`config.mk`:
```
export PLATFORM = sky130hd
export DESIGN_NAME = mesh_resp_writeback_flat
export DESIGN_NICKNAME = d
export VERILOG_FILES = /design/src/rtl/mesh_resp_writeback_pkg.sv /design/src/rtl/mesh_resp_writeback_if.sv /design/src/rtl/mesh_resp_writeback_fifo.sv /design/src/rtl/mesh_resp_writeback.sv /design/src/flat_wrapper.sv
export SDC_FILE = /design/constraint.sdc
export NUM_CORES = 2
export LEC_CHECK = 0
export BUFFER_PORTS_ARGS = -buffer_cell sky130_fd_sc_hd__buf_2
export CAP_MARGIN = 20
export CORE_ASPECT_RATIO = 0.9
export CORE_MARGIN = 2
export CORE_UTILIZATION = 58
export DETAILED_ROUTE_END_ITERATION = 12
export GPL_TIMING_DRIVEN = 0
export PLACE_DENSITY = 0.87
export SYNTH_ARGS = -nofsm -noshare
export SYNTH_HDL_FRONTEND = slang
export SYNTH_SLANG_ARGS = --single-unit
```
`constraint.sdc`:
```
create_clock -name clk -period 11.72 [get_ports clk]
set_input_delay 2.344 -clock clk [delete_from_list [all_inputs] [get_ports clk]]
set_output_delay 2.344 -clock clk [all_outputs]
set_load 0.01 [all_outputs]
```
`src/rtl/mesh_resp_writeback_pkg.sv`:
```
// rtl/mesh_resp_writeback_pkg.sv - shared parameters, tag/entry types and spad saturation helper
package mesh_resp_writeback_pkg;

    localparam int DIM    = 16;
    localparam int ACC_W  = 20;
    localparam int SP_W   = 8;
    localparam int ADDR_W = 14;
    localparam int ROB_W  = 6;
    localparam int DEPTH  = 4;
    localparam int PTR_W  = $clog2(DEPTH);
    localparam int CNT_W  = $clog2(DEPTH) + 1;

    typedef struct packed {
        logic              rob_valid;
        logic [ROB_W-1:0]  rob_id;
        logic              is_acc;
        logic              accumulate;
        logic              is_garbage;
        logic [ADDR_W-1:0] addr;
        logic [4:0]        rows;
        logic [4:0]        cols;
    } resp_tag_t;

    typedef struct packed {
        logic                 write_en;
        logic                 is_acc;
        logic                 accumulate;
        logic [ADDR_W-1:0]    addr;
        logic [DIM*ACC_W-1:0] data;
        logic [DIM-1:0]       mask;
        logic                 last;
        logic                 rob_valid;
        logic [ROB_W-1:0]     rob_id;
    } wb_entry_t;

    // Clamp one accumulator lane to the signed SP_W range, result sign-extended to ACC_W.
    function automatic logic [ACC_W-1:0] sat_sp(input logic signed [ACC_W-1:0] x);
        logic signed [ACC_W-1:0] hi;
        logic signed [ACC_W-1:0] lo;
        hi = ACC_W'((1 << (SP_W - 1)) - 1);
        lo = ACC_W'(-(1 << (SP_W - 1)));
        if (x > hi)
            return hi;
        else if (x < lo)
            return lo;
        else
            return x;
    endfunction

endpackage

```
`src/rtl/mesh_resp_writeback_if.sv`:
```
// rtl/mesh_resp_writeback_if.sv - mesh response input, write request output and completion bundle
interface mesh_resp_writeback_if;
    import mesh_resp_writeback_pkg::*;

    logic                 in_payload_discriminant;
    logic                 in_payload_Some_0_tag_rob_id_discriminant;
    logic [ROB_W-1:0]     in_payload_Some_0_tag_rob_id_Some_0;
    logic                 in_payload_Some_0_tag_addr_is_acc_addr;
    logic                 in_payload_Some_0_tag_addr_accumulate;
    logic                 in_payload_Some_0_tag_addr_is_garbage;
    logic [ADDR_W-1:0]    in_payload_Some_0_tag_addr_data;
    logic [4:0]           in_payload_Some_0_tag_rows;
    logic [4:0]           in_payload_Some_0_tag_cols;
    logic                 in_payload_Some_0_last;
    logic [DIM*ACC_W-1:0] in_payload_Some_0_data;

    logic                 out_write_payload_discriminant;
    logic                 out_write_payload_Some_0_is_acc;
    logic                 out_write_payload_Some_0_accumulate;
    logic [ADDR_W-1:0]    out_write_payload_Some_0_addr;
    logic [DIM*ACC_W-1:0] out_write_payload_Some_0_data;
    logic [DIM-1:0]       out_write_payload_Some_0_mask;
    logic                 out_write_resolver_ready;

    logic                 out_done_payload_discriminant;
    logic [ROB_W-1:0]     out_done_payload_Some_0;

    modport master (
        output in_payload_discriminant, in_payload_Some_0_tag_rob_id_discriminant,
               in_payload_Some_0_tag_rob_id_Some_0, in_payload_Some_0_tag_addr_is_acc_addr,
               in_payload_Some_0_tag_addr_accumulate, in_payload_Some_0_tag_addr_is_garbage,
               in_payload_Some_0_tag_addr_data, in_payload_Some_0_tag_rows,
               in_payload_Some_0_tag_cols, in_payload_Some_0_last, in_payload_Some_0_data,
               out_write_resolver_ready,
        input  out_write_payload_discriminant, out_write_payload_Some_0_is_acc,
               out_write_payload_Some_0_accumulate, out_write_payload_Some_0_addr,
               out_write_payload_Some_0_data, out_write_payload_Some_0_mask,
               out_done_payload_discriminant, out_done_payload_Some_0
    );

    modport slave (
        input  in_payload_discriminant, in_payload_Some_0_tag_rob_id_discriminant,
               in_payload_Some_0_tag_rob_id_Some_0, in_payload_Some_0_tag_addr_is_acc_addr,
               in_payload_Some_0_tag_addr_accumulate, in_payload_Some_0_tag_addr_is_garbage,
               in_payload_Some_0_tag_addr_data, in_payload_Some_0_tag_rows,
               in_payload_Some_0_tag_cols, in_payload_Some_0_last, in_payload_Some_0_data,
               out_write_resolver_ready,
        output out_write_payload_discriminant, out_write_payload_Some_0_is_acc,
               out_write_payload_Some_0_accumulate, out_write_payload_Some_0_addr,
               out_write_payload_Some_0_data, out_write_payload_Some_0_mask,
               out_done_payload_discriminant, out_done_payload_Some_0
    );

endinterface

```
`src/rtl/mesh_resp_writeback_fifo.sv`:
```
// rtl/mesh_resp_writeback_fifo.sv - DEPTH-entry writeback FIFO with same-cycle push/pop and overflow flag
module wb_fifo
    import mesh_resp_writeback_pkg::*;
(
    input  logic             clk,
    input  logic             rst_n,
    input  logic             push,
    input  wb_entry_t        push_data,
    input  logic             pop,
    output wb_entry_t        head,
    output logic [CNT_W-1:0] count,
    output logic             overflow
);

    wb_entry_t        mem [DEPTH];
    logic [PTR_W-1:0] wr_ptr;
    logic [PTR_W-1:0] rd_ptr;
    logic             full;
    logic             do_push;

    // A pop in the same cycle frees the slot, so a full FIFO still accepts the push.
    assign full    = (count == CNT_W'(DEPTH));
    assign do_push = push && (!full || pop);
    assign head    = mem[rd_ptr];

    always_ff @(posedge clk or negedge rst_n) begin
        if (!rst_n) begin
            wr_ptr   <= '0;
            rd_ptr   <= '0;
            count    <= '0;
            overflow <= 1'b0;
        end else begin
            if (do_push)
                wr_ptr <= wr_ptr + PTR_W'(1);
            if (pop)
                rd_ptr <= rd_ptr + PTR_W'(1);
            count <= count + CNT_W'(do_push) - CNT_W'(pop);
            if (push && full && !pop)
                overflow <= 1'b1;
        end
    end

    always_ff @(posedge clk) begin
        if (do_push)
            mem[wr_ptr] <= push_data;
    end

endmodule

```
`src/rtl/mesh_resp_writeback.sv`:
```
// rtl/mesh_resp_writeback.sv - mesh row responses to masked spad/acc row writes plus ROB completions
module mesh_resp_writeback
    import mesh_resp_writeback_pkg::*;
(
    input  logic                  clk,
    input  logic                  rst,
    mesh_resp_writeback_if.slave  io,
    output logic                  overflow_err,
    output logic [CNT_W-1:0]      fifo_count
);

    resp_tag_t        tag;
    wb_entry_t        entry;
    wb_entry_t        head;
    logic [4:0]       cnt;
    logic             row_valid;
    logic             is_write;
    logic             done_only;
    logic             push;
    logic             pop;
    logic             head_valid;
    logic             write_valid;
    logic             done;
    logic [ACC_W-1:0] lane;

    assign row_valid = io.in_payload_discriminant;
    assign tag = '{rob_valid:  io.in_payload_Some_0_tag_rob_id_discriminant,
                   rob_id:     io.in_payload_Some_0_tag_rob_id_Some_0,
                   is_acc:     io.in_payload_Some_0_tag_addr_is_acc_addr,
                   accumulate: io.in_payload_Some_0_tag_addr_accumulate,
                   is_garbage: io.in_payload_Some_0_tag_addr_is_garbage,
                   addr:       io.in_payload_Some_0_tag_addr_data,
                   rows:       io.in_payload_Some_0_tag_rows,
                   cols:       io.in_payload_Some_0_tag_cols};

    // Garbage and dropped rows still advance the row index so addresses stay aligned.
    always_ff @(posedge clk or negedge rst) begin
        if (!rst)
            cnt <= '0;
        else if (row_valid)
            cnt <= io.in_payload_Some_0_last ? 5'd0 : cnt + 5'd1;
    end

    always_comb begin
        is_write  = !tag.is_garbage && (cnt < tag.rows);
        done_only = !is_write && io.in_payload_Some_0_last && tag.rob_valid;
        push      = row_valid && (is_write || done_only);

        entry            = '0;
        entry.write_en   = is_write;
        entry.is_acc     = tag.is_acc;
        entry.accumulate = tag.accumulate;
        entry.addr       = tag.addr + ADDR_W'(cnt);
        entry.last       = io.in_payload_Some_0_last;
        entry.rob_valid  = tag.rob_valid;
        entry.rob_id     = tag.rob_id;
        lane             = '0;
        for (int j = 0; j < DIM; j++) begin
            lane = io.in_payload_Some_0_data[j*ACC_W +: ACC_W];
            entry.data[j*ACC_W +: ACC_W] = tag.is_acc ? lane : sat_sp(lane);
            entry.mask[j] = (5'(j) < tag.cols);
        end
    end

    wb_fifo u_fifo (
        .clk       (clk),
        .rst_n     (rst),
        .push      (push),
        .push_data (entry),
        .pop       (pop),
        .head      (head),
        .count     (fifo_count),
        .overflow  (overflow_err)
    );

    // Done-only heads drain without waiting on the write port.
    assign head_valid  = (fifo_count != '0);
    assign write_valid = head_valid && head.write_en;
    assign pop         = head_valid && (!head.write_en || io.out_write_resolver_ready);
    assign done        = pop && head.last && head.rob_valid;

    assign io.out_write_payload_discriminant      = write_valid;
    assign io.out_write_payload_Some_0_is_acc     = write_valid && head.is_acc;
    assign io.out_write_payload_Some_0_accumulate = write_valid && head.accumulate;
    assign io.out_write_payload_Some_0_addr       = write_valid ? head.addr : '0;
    assign io.out_write_payload_Some_0_data       = write_valid ? head.data : '0;
    assign io.out_write_payload_Some_0_mask       = write_valid ? head.mask : '0;
    assign io.out_done_payload_discriminant       = done;
    assign io.out_done_payload_Some_0             = done ? head.rob_id : '0;

endmodule

```
`src/flat_wrapper.sv`:
```
// flat-port wrapper written by rule: the top's interface ports become plain ports
module mesh_resp_writeback_flat import mesh_resp_writeback_pkg::*;
  (clk, rst, overflow_err, fifo_count, io_in_payload_discriminant, io_in_payload_Some_0_tag_rob_id_discriminant, io_in_payload_Some_0_tag_rob_id_Some_0, io_in_payload_Some_0_tag_addr_is_acc_addr, io_in_payload_Some_0_tag_addr_accumulate, io_in_payload_Some_0_tag_addr_is_garbage, io_in_payload_Some_0_tag_addr_data, io_in_payload_Some_0_tag_rows, io_in_payload_Some_0_tag_cols, io_in_payload_Some_0_last, io_in_payload_Some_0_data, io_out_write_resolver_ready, io_out_write_payload_discriminant, io_out_write_payload_Some_0_is_acc, io_out_write_payload_Some_0_accumulate, io_out_write_payload_Some_0_addr, io_out_write_payload_Some_0_data, io_out_write_payload_Some_0_mask, io_out_done_payload_discriminant, io_out_done_payload_Some_0);
  mesh_resp_writeback_if io_i ();
  input  logic clk;
  input  logic rst;
  output logic overflow_err;
  output logic [CNT_W-1:0] fifo_count;
  input wire logic [$bits(io_i.in_payload_discriminant)-1:0] io_in_payload_discriminant;
  input wire logic [$bits(io_i.in_payload_Some_0_tag_rob_id_discriminant)-1:0] io_in_payload_Some_0_tag_rob_id_discriminant;
  input wire logic [$bits(io_i.in_payload_Some_0_tag_rob_id_Some_0)-1:0] io_in_payload_Some_0_tag_rob_id_Some_0;
  input wire logic [$bits(io_i.in_payload_Some_0_tag_addr_is_acc_addr)-1:0] io_in_payload_Some_0_tag_addr_is_acc_addr;
  input wire logic [$bits(io_i.in_payload_Some_0_tag_addr_accumulate)-1:0] io_in_payload_Some_0_tag_addr_accumulate;
  input wire logic [$bits(io_i.in_payload_Some_0_tag_addr_is_garbage)-1:0] io_in_payload_Some_0_tag_addr_is_garbage;
  input wire logic [$bits(io_i.in_payload_Some_0_tag_addr_data)-1:0] io_in_payload_Some_0_tag_addr_data;
  input wire logic [$bits(io_i.in_payload_Some_0_tag_rows)-1:0] io_in_payload_Some_0_tag_rows;
  input wire logic [$bits(io_i.in_payload_Some_0_tag_cols)-1:0] io_in_payload_Some_0_tag_cols;
  input wire logic [$bits(io_i.in_payload_Some_0_last)-1:0] io_in_payload_Some_0_last;
  input wire logic [$bits(io_i.in_payload_Some_0_data)-1:0] io_in_payload_Some_0_data;
  input wire logic [$bits(io_i.out_write_resolver_ready)-1:0] io_out_write_resolver_ready;
  output wire logic [$bits(io_i.out_write_payload_discriminant)-1:0] io_out_write_payload_discriminant;
  output wire logic [$bits(io_i.out_write_payload_Some_0_is_acc)-1:0] io_out_write_payload_Some_0_is_acc;
  output wire logic [$bits(io_i.out_write_payload_Some_0_accumulate)-1:0] io_out_write_payload_Some_0_accumulate;
  output wire logic [$bits(io_i.out_write_payload_Some_0_addr)-1:0] io_out_write_payload_Some_0_addr;
  output wire logic [$bits(io_i.out_write_payload_Some_0_data)-1:0] io_out_write_payload_Some_0_data;
  output wire logic [$bits(io_i.out_write_payload_Some_0_mask)-1:0] io_out_write_payload_Some_0_mask;
  output wire logic [$bits(io_i.out_done_payload_discriminant)-1:0] io_out_done_payload_discriminant;
  output wire logic [$bits(io_i.out_done_payload_Some_0)-1:0] io_out_done_payload_Some_0;
  assign io_i.in_payload_discriminant = io_in_payload_discriminant;
  assign io_i.in_payload_Some_0_tag_rob_id_discriminant = io_in_payload_Some_0_tag_rob_id_discriminant;
  assign io_i.in_payload_Some_0_tag_rob_id_Some_0 = io_in_payload_Some_0_tag_rob_id_Some_0;
  assign io_i.in_payload_Some_0_tag_addr_is_acc_addr = io_in_payload_Some_0_tag_addr_is_acc_addr;
  assign io_i.in_payload_Some_0_tag_addr_accumulate = io_in_payload_Some_0_tag_addr_accumulate;
  assign io_i.in_payload_Some_0_tag_addr_is_garbage = io_in_payload_Some_0_tag_addr_is_garbage;
  assign io_i.in_payload_Some_0_tag_addr_data = io_in_payload_Some_0_tag_addr_data;
  assign io_i.in_payload_Some_0_tag_rows = io_in_payload_Some_0_tag_rows;
  assign io_i.in_payload_Some_0_tag_cols = io_in_payload_Some_0_tag_cols;
  assign io_i.in_payload_Some_0_last = io_in_payload_Some_0_last;
  assign io_i.in_payload_Some_0_data = io_in_payload_Some_0_data;
  assign io_i.out_write_resolver_ready = io_out_write_resolver_ready;
  assign io_out_write_payload_discriminant = io_i.out_write_payload_discriminant;
  assign io_out_write_payload_Some_0_is_acc = io_i.out_write_payload_Some_0_is_acc;
  assign io_out_write_payload_Some_0_accumulate = io_i.out_write_payload_Some_0_accumulate;
  assign io_out_write_payload_Some_0_addr = io_i.out_write_payload_Some_0_addr;
  assign io_out_write_payload_Some_0_data = io_i.out_write_payload_Some_0_data;
  assign io_out_write_payload_Some_0_mask = io_i.out_write_payload_Some_0_mask;
  assign io_out_done_payload_discriminant = io_i.out_done_payload_discriminant;
  assign io_out_done_payload_Some_0 = io_i.out_done_payload_Some_0;
  mesh_resp_writeback u_core (.clk(clk), .rst(rst), .io(io_i), .overflow_err(overflow_err), .fifo_count(fifo_count));
endmodule
```
==> results.txt <==
----------------------------------------------------
[Finish]
  Net total in the final layout ... 4,503
  Layout cell share with drive strength beyond 1 ... 32.72%
  Final Non-Filler Cells ... 5,610
  Syn-to-layout area delta ... 17.72%

[Route]
  Vias after detailed routing ... 35,460
  Vias per Instance ... 6.321
  Routed WL per cell ... 28.13 um
  DRT iter0 DRCs ... 4,168
  Routed Antenna Nets ... 0
  Number of iterations in the first detailed-routing pass ... 8
  Total length of routed wires ... 157.8 mm
  DRC errors left ... 0

[Synth]
  Area fraction of the dominant cell type after synthesis ... 72.74%
  Synthesized net count ... 3,611
  Proportion of synthesized chip area in sequential cells ... 73.29%
  Largest cells by area after synthesis ... edfxtp_1 (73%), mux4_2 (14%), and2_1 (3.7%)
  Share of async-settable or async-resettable flops after synthesis ... 0.8922%
  Per-instance average area after synthesis ... 18.52 um2
  Synth unique cells ... 44
  Synth Warn # ... 0
  Synthesized flop and latch total ... 1,457
  Synth Cell Area ... 59,610 um2
  Primary FF master, synth ... edfxtp_1
  Cell type with the largest total area after synthesis ... edfxtp_1
  Post-synth EDFFs ... 1,444
  Post-Synthesis Cells ... 3,218

[Global routing]
  Number of antenna violations at the first check in global routing ... 47
  Global routing's busiest layer ... met2
  Overall track demand over capacity in global routing ... 29.61%
  Via count of the first global-routing pass ... 35,590
  Largest net degree at the start of global routing ... 62
  Met1 track utilization from global routing ... 37.31%
  GR met3 Demand/Resource ... 8.321%
  Met2 track demand over resource in global routing ... 47.90%
  Sum of overflow across all layers after global routing ... 0
  Wire length of the first global-routing pass ... 227.7 mm

[CTS]
  Clock edge transition at the registers on the reported setup and hold paths ... 0.06 ns
  Sinks on the clock net ... 1,457
  TritonCTS Buffers ... 143
  CTS max path bufs ... 3
  Worst-skew pair later-pin latency ... 0.75 ns
  TritonCTS clock tree ... done
  Post-CTS Hold Buffers ... 0
  H-tree lvl count ... 4
  Root buf cell ... clkbuf_16
  Post-CTS setup buffers ... 0
  Gates resized, CTS repair ... 0

[Worst hold path]
  Source of the worst hold timing path ... u_core.u_fifo.overflow
  Min-Delay Path Class ... flip-flop to flip-flop
  Hold path depth ... 1

[Timing]
  Post-layout min period ... 6.522 ns
  Final Cycle Share ... 55.65%
  Unrepaired setup endpoints after global routing ... no
  Hold Vio Cnt, Final ... 0
  Setup TNS Final ... 0 ns
  Final slew viol count ... 0
  Clock Skew ... 0.03337 ns
  Number of endpoints failing setup at the final stage ... 0
  Headroom to the max-slew limit ... 26.84%
  Worst-Margin Slew ... 1.097 ns
  Max Freq ... 0.1533 GHz

[Worst setup path]
  Largest fanout on the critical path ... 10
  CP Data Arrival Time ... 4.18 ns
  Internal reg-to-reg setup slack ... 7.76 ns
  Worst flop-to-flop path startpoint ... u_core.cnt[2]
  Critical path required time ... 9.38 ns
  Reg2Reg Depth ... 8
  Startpoint type of the worst setup path ... flip-flop
  Buf+Inv Stages, Crit Path ... 4
  Crit. path cell count ... 6
  Cell Chain, Critical Path ... clkbuf_1 > clkbuf_1 > clkbuf_1 > mux4_2 > and2_1 > buf_2
  CP top delay family ... buffers and inverters
  Most common cell type on the critical path ... clkbuf_1
  Setup crit end kind ... output port
  Worst setup path startpoint ... u_core.u_fifo.rd_ptr[1]
  Cell type of the slowest stage on the worst timing path ... clkbuf_1
  Setup Crit Path Kind ... flip-flop to output port
  CP max stage delay ... 0.84 ns

[Power]
  Static leakage power ... 24.91 nW
  Power, Total ... 16.78 mW
  Worst-case vdd ir drop ... 0.0001945 V
  Power per standard cell area ... 239.1 nW/um2

[Floorplanning]
  Die boundary width ... 341.9 um
  Row Count ... 111
  Area inside the core boundary ... 101,800 um2
  Boundary pin count ... 723
  Total Die Area ... 105,400 um2
  Vertical die dimension ... 308.1 um
  Initial Utilization ... 58.56%

[Place]
  Half-perimeter wire length after placement ... 101.1 mm
  Number of cells in the design after placement ... 5,321
  GPL Wtd Cong ... 0.9180
  Port buffer count ... 720

[Job]
  MaxCap Viol Count ... 0

[Status]
  Run status ... completed

----------------------------------------------------
==> synthesized netlist by cell type (2+ instances only) <==
master and count:
o21ai_0 10, or4_1 16, a21oi_1 19, xor2_1 7
buf_1 2, a41oi_1 16, a31oi_1 2, fa_1 2
o211ai_1 2, o21bai_1 3, nor2b_1 25, or2_2 2
nor4_1 48, a211oi_1 2, a21o_1 117, buf_2 40
nand2_1 46, edfxtp_1 1444, nand3_1 22, nor2_1 391
nand4_1 34, xnor2_1 9, nor3_1 4, clkbuf_1 120
mux4_2 359, o31ai_1 2, nand2b_1 7, dfrtp_1 13
inv_1 36, a31o_2 3, ha_1 32, a311oi_2 16
and2_1 356
==> worst paths after layout <==
| kind | to |
|---|---|
| setup / recovery | io_out_write_payload_Some_0_data[157] |
| hold / removal | u_core.u_fifo.overflow |
| setup reg to reg | u_core.u_fifo.mem[1][209] |
| hold reg to reg | u_core.u_fifo.overflow |
| max in group asynchronous | u_core.u_fifo.wr_ptr[0] |
| min in group asynchronous | u_core.cnt[4] |
==> where the power goes <==
| group | total [mW] | internal (mW) | switching [mW] |
|---|---|---|---|
| combinational | 5.71 | 2.41 | 3.30 |
| clock | 4.43 | 2.50 | 1.93 |
| sequential | 6.64 | 6.48 | 0.162 |
==> area by class of cell <==
class	instances	area, um2
multi-input cells	1562	15140
well taps	1356	1697
plain buffers	163	673.1
flip-flops and latches	1457	43690
clock inverters	76	686.9
inverters	36	135.1
fillers	6033	31630
repair buffers	747	4299
diodes	36	90.09
clock buffers	177	3770
==> sequential cells by signal, summed over array words and instances (netlist names) <==
register / cells
u_core.u_fifo.mem: 1444
u_core.u_fifo.count: 3
u_core.u_fifo.overflow: 1
u_core.u_fifo.rd_ptr: 2
u_core.cnt: 5
u_core.u_fifo.wr_ptr: 2
==> routing by layer <==
| metal | up-vias | part of all wire, % |
|---|---|---|
| met3 | 518 | 11 |
| met1 | 17810 | 35 |
| met5 | - | 0.14 |
| li1 | 14580 | - |
| met4 | 32 | 5.3 |
| met2 | 2516 | 49 |
==> kinds of logic (layout without fill, tap and decap cells) <==
group / Yosys count / count (layout) / share of synthesized area, %
buf+inv: 199 / 1199 / 1.339
other cells: 0 / 36 / 0
flops: 1457 / 1457 / 73.29
xor+xnor: 16 / 16 / 0.2351
simple gates: 955 / 955 / 8.184
mux: 361 / 361 / 13.61
fa+ha+maj: 34 / 34 / 0.7388
compound gates: 196 / 196 / 2.613
==> layout by cell type (no fill, tap or decap), drive strengths merged, types with 4 or more instances in the layout <==
cell	synthesis	routed
nand2b	7	7
clkinv	0	48
dfrtp	13	13
nand3	22	22
edfxtp	1444	1444
o21ai	10	10
a21oi	19	19
nand2	46	46
bufinv	0	9
inv	36	49
xor2	7	7
xnor2	9	9
nor3	4	4
clkinvlp	0	6
diode	0	36
nor4	48	48
clkbuf	121	298
mux4	359	359
a21o	117	117
and2	356	356
ha	32	32
buf	42	789
nor2	391	391
nor2b	25	25
a41oi	16	16
or4	16	16
a311oi	16	16
nand4	34	34
==> worst register-to-register path: cells and delay by family, from the launching register on <==
family / cells / cell delay [ns]
DFF: 1 / 0.47
buffers and inverters: 2 / 0.74
AOI/OAI and AO/OA: 4 / 1.18
adders and majority gates: 1 / 0.34
and+or+nand+nor: 1 / 0.82
==> stage by stage <==
stage / utilization, % / setup slack [ns] / cell area (um2) / hold slack (ns)
floorplan: - / 3.248 / 59620 / 0.4744
global placement: 63.77 / -0.3979 / 64920 / 0.4485
detailed placement: 64.47 / 5.725 / 65630 / 0.4629
CTS: 68.84 / 5.030 / 70080 / 0.4796
global route: 68.90 / 4.986 / 70140 / 0.5146
finish: 68.93 / 5.198 / 70170 / 0.4784
No activity file was read; power rests on OpenSTA's default activity.
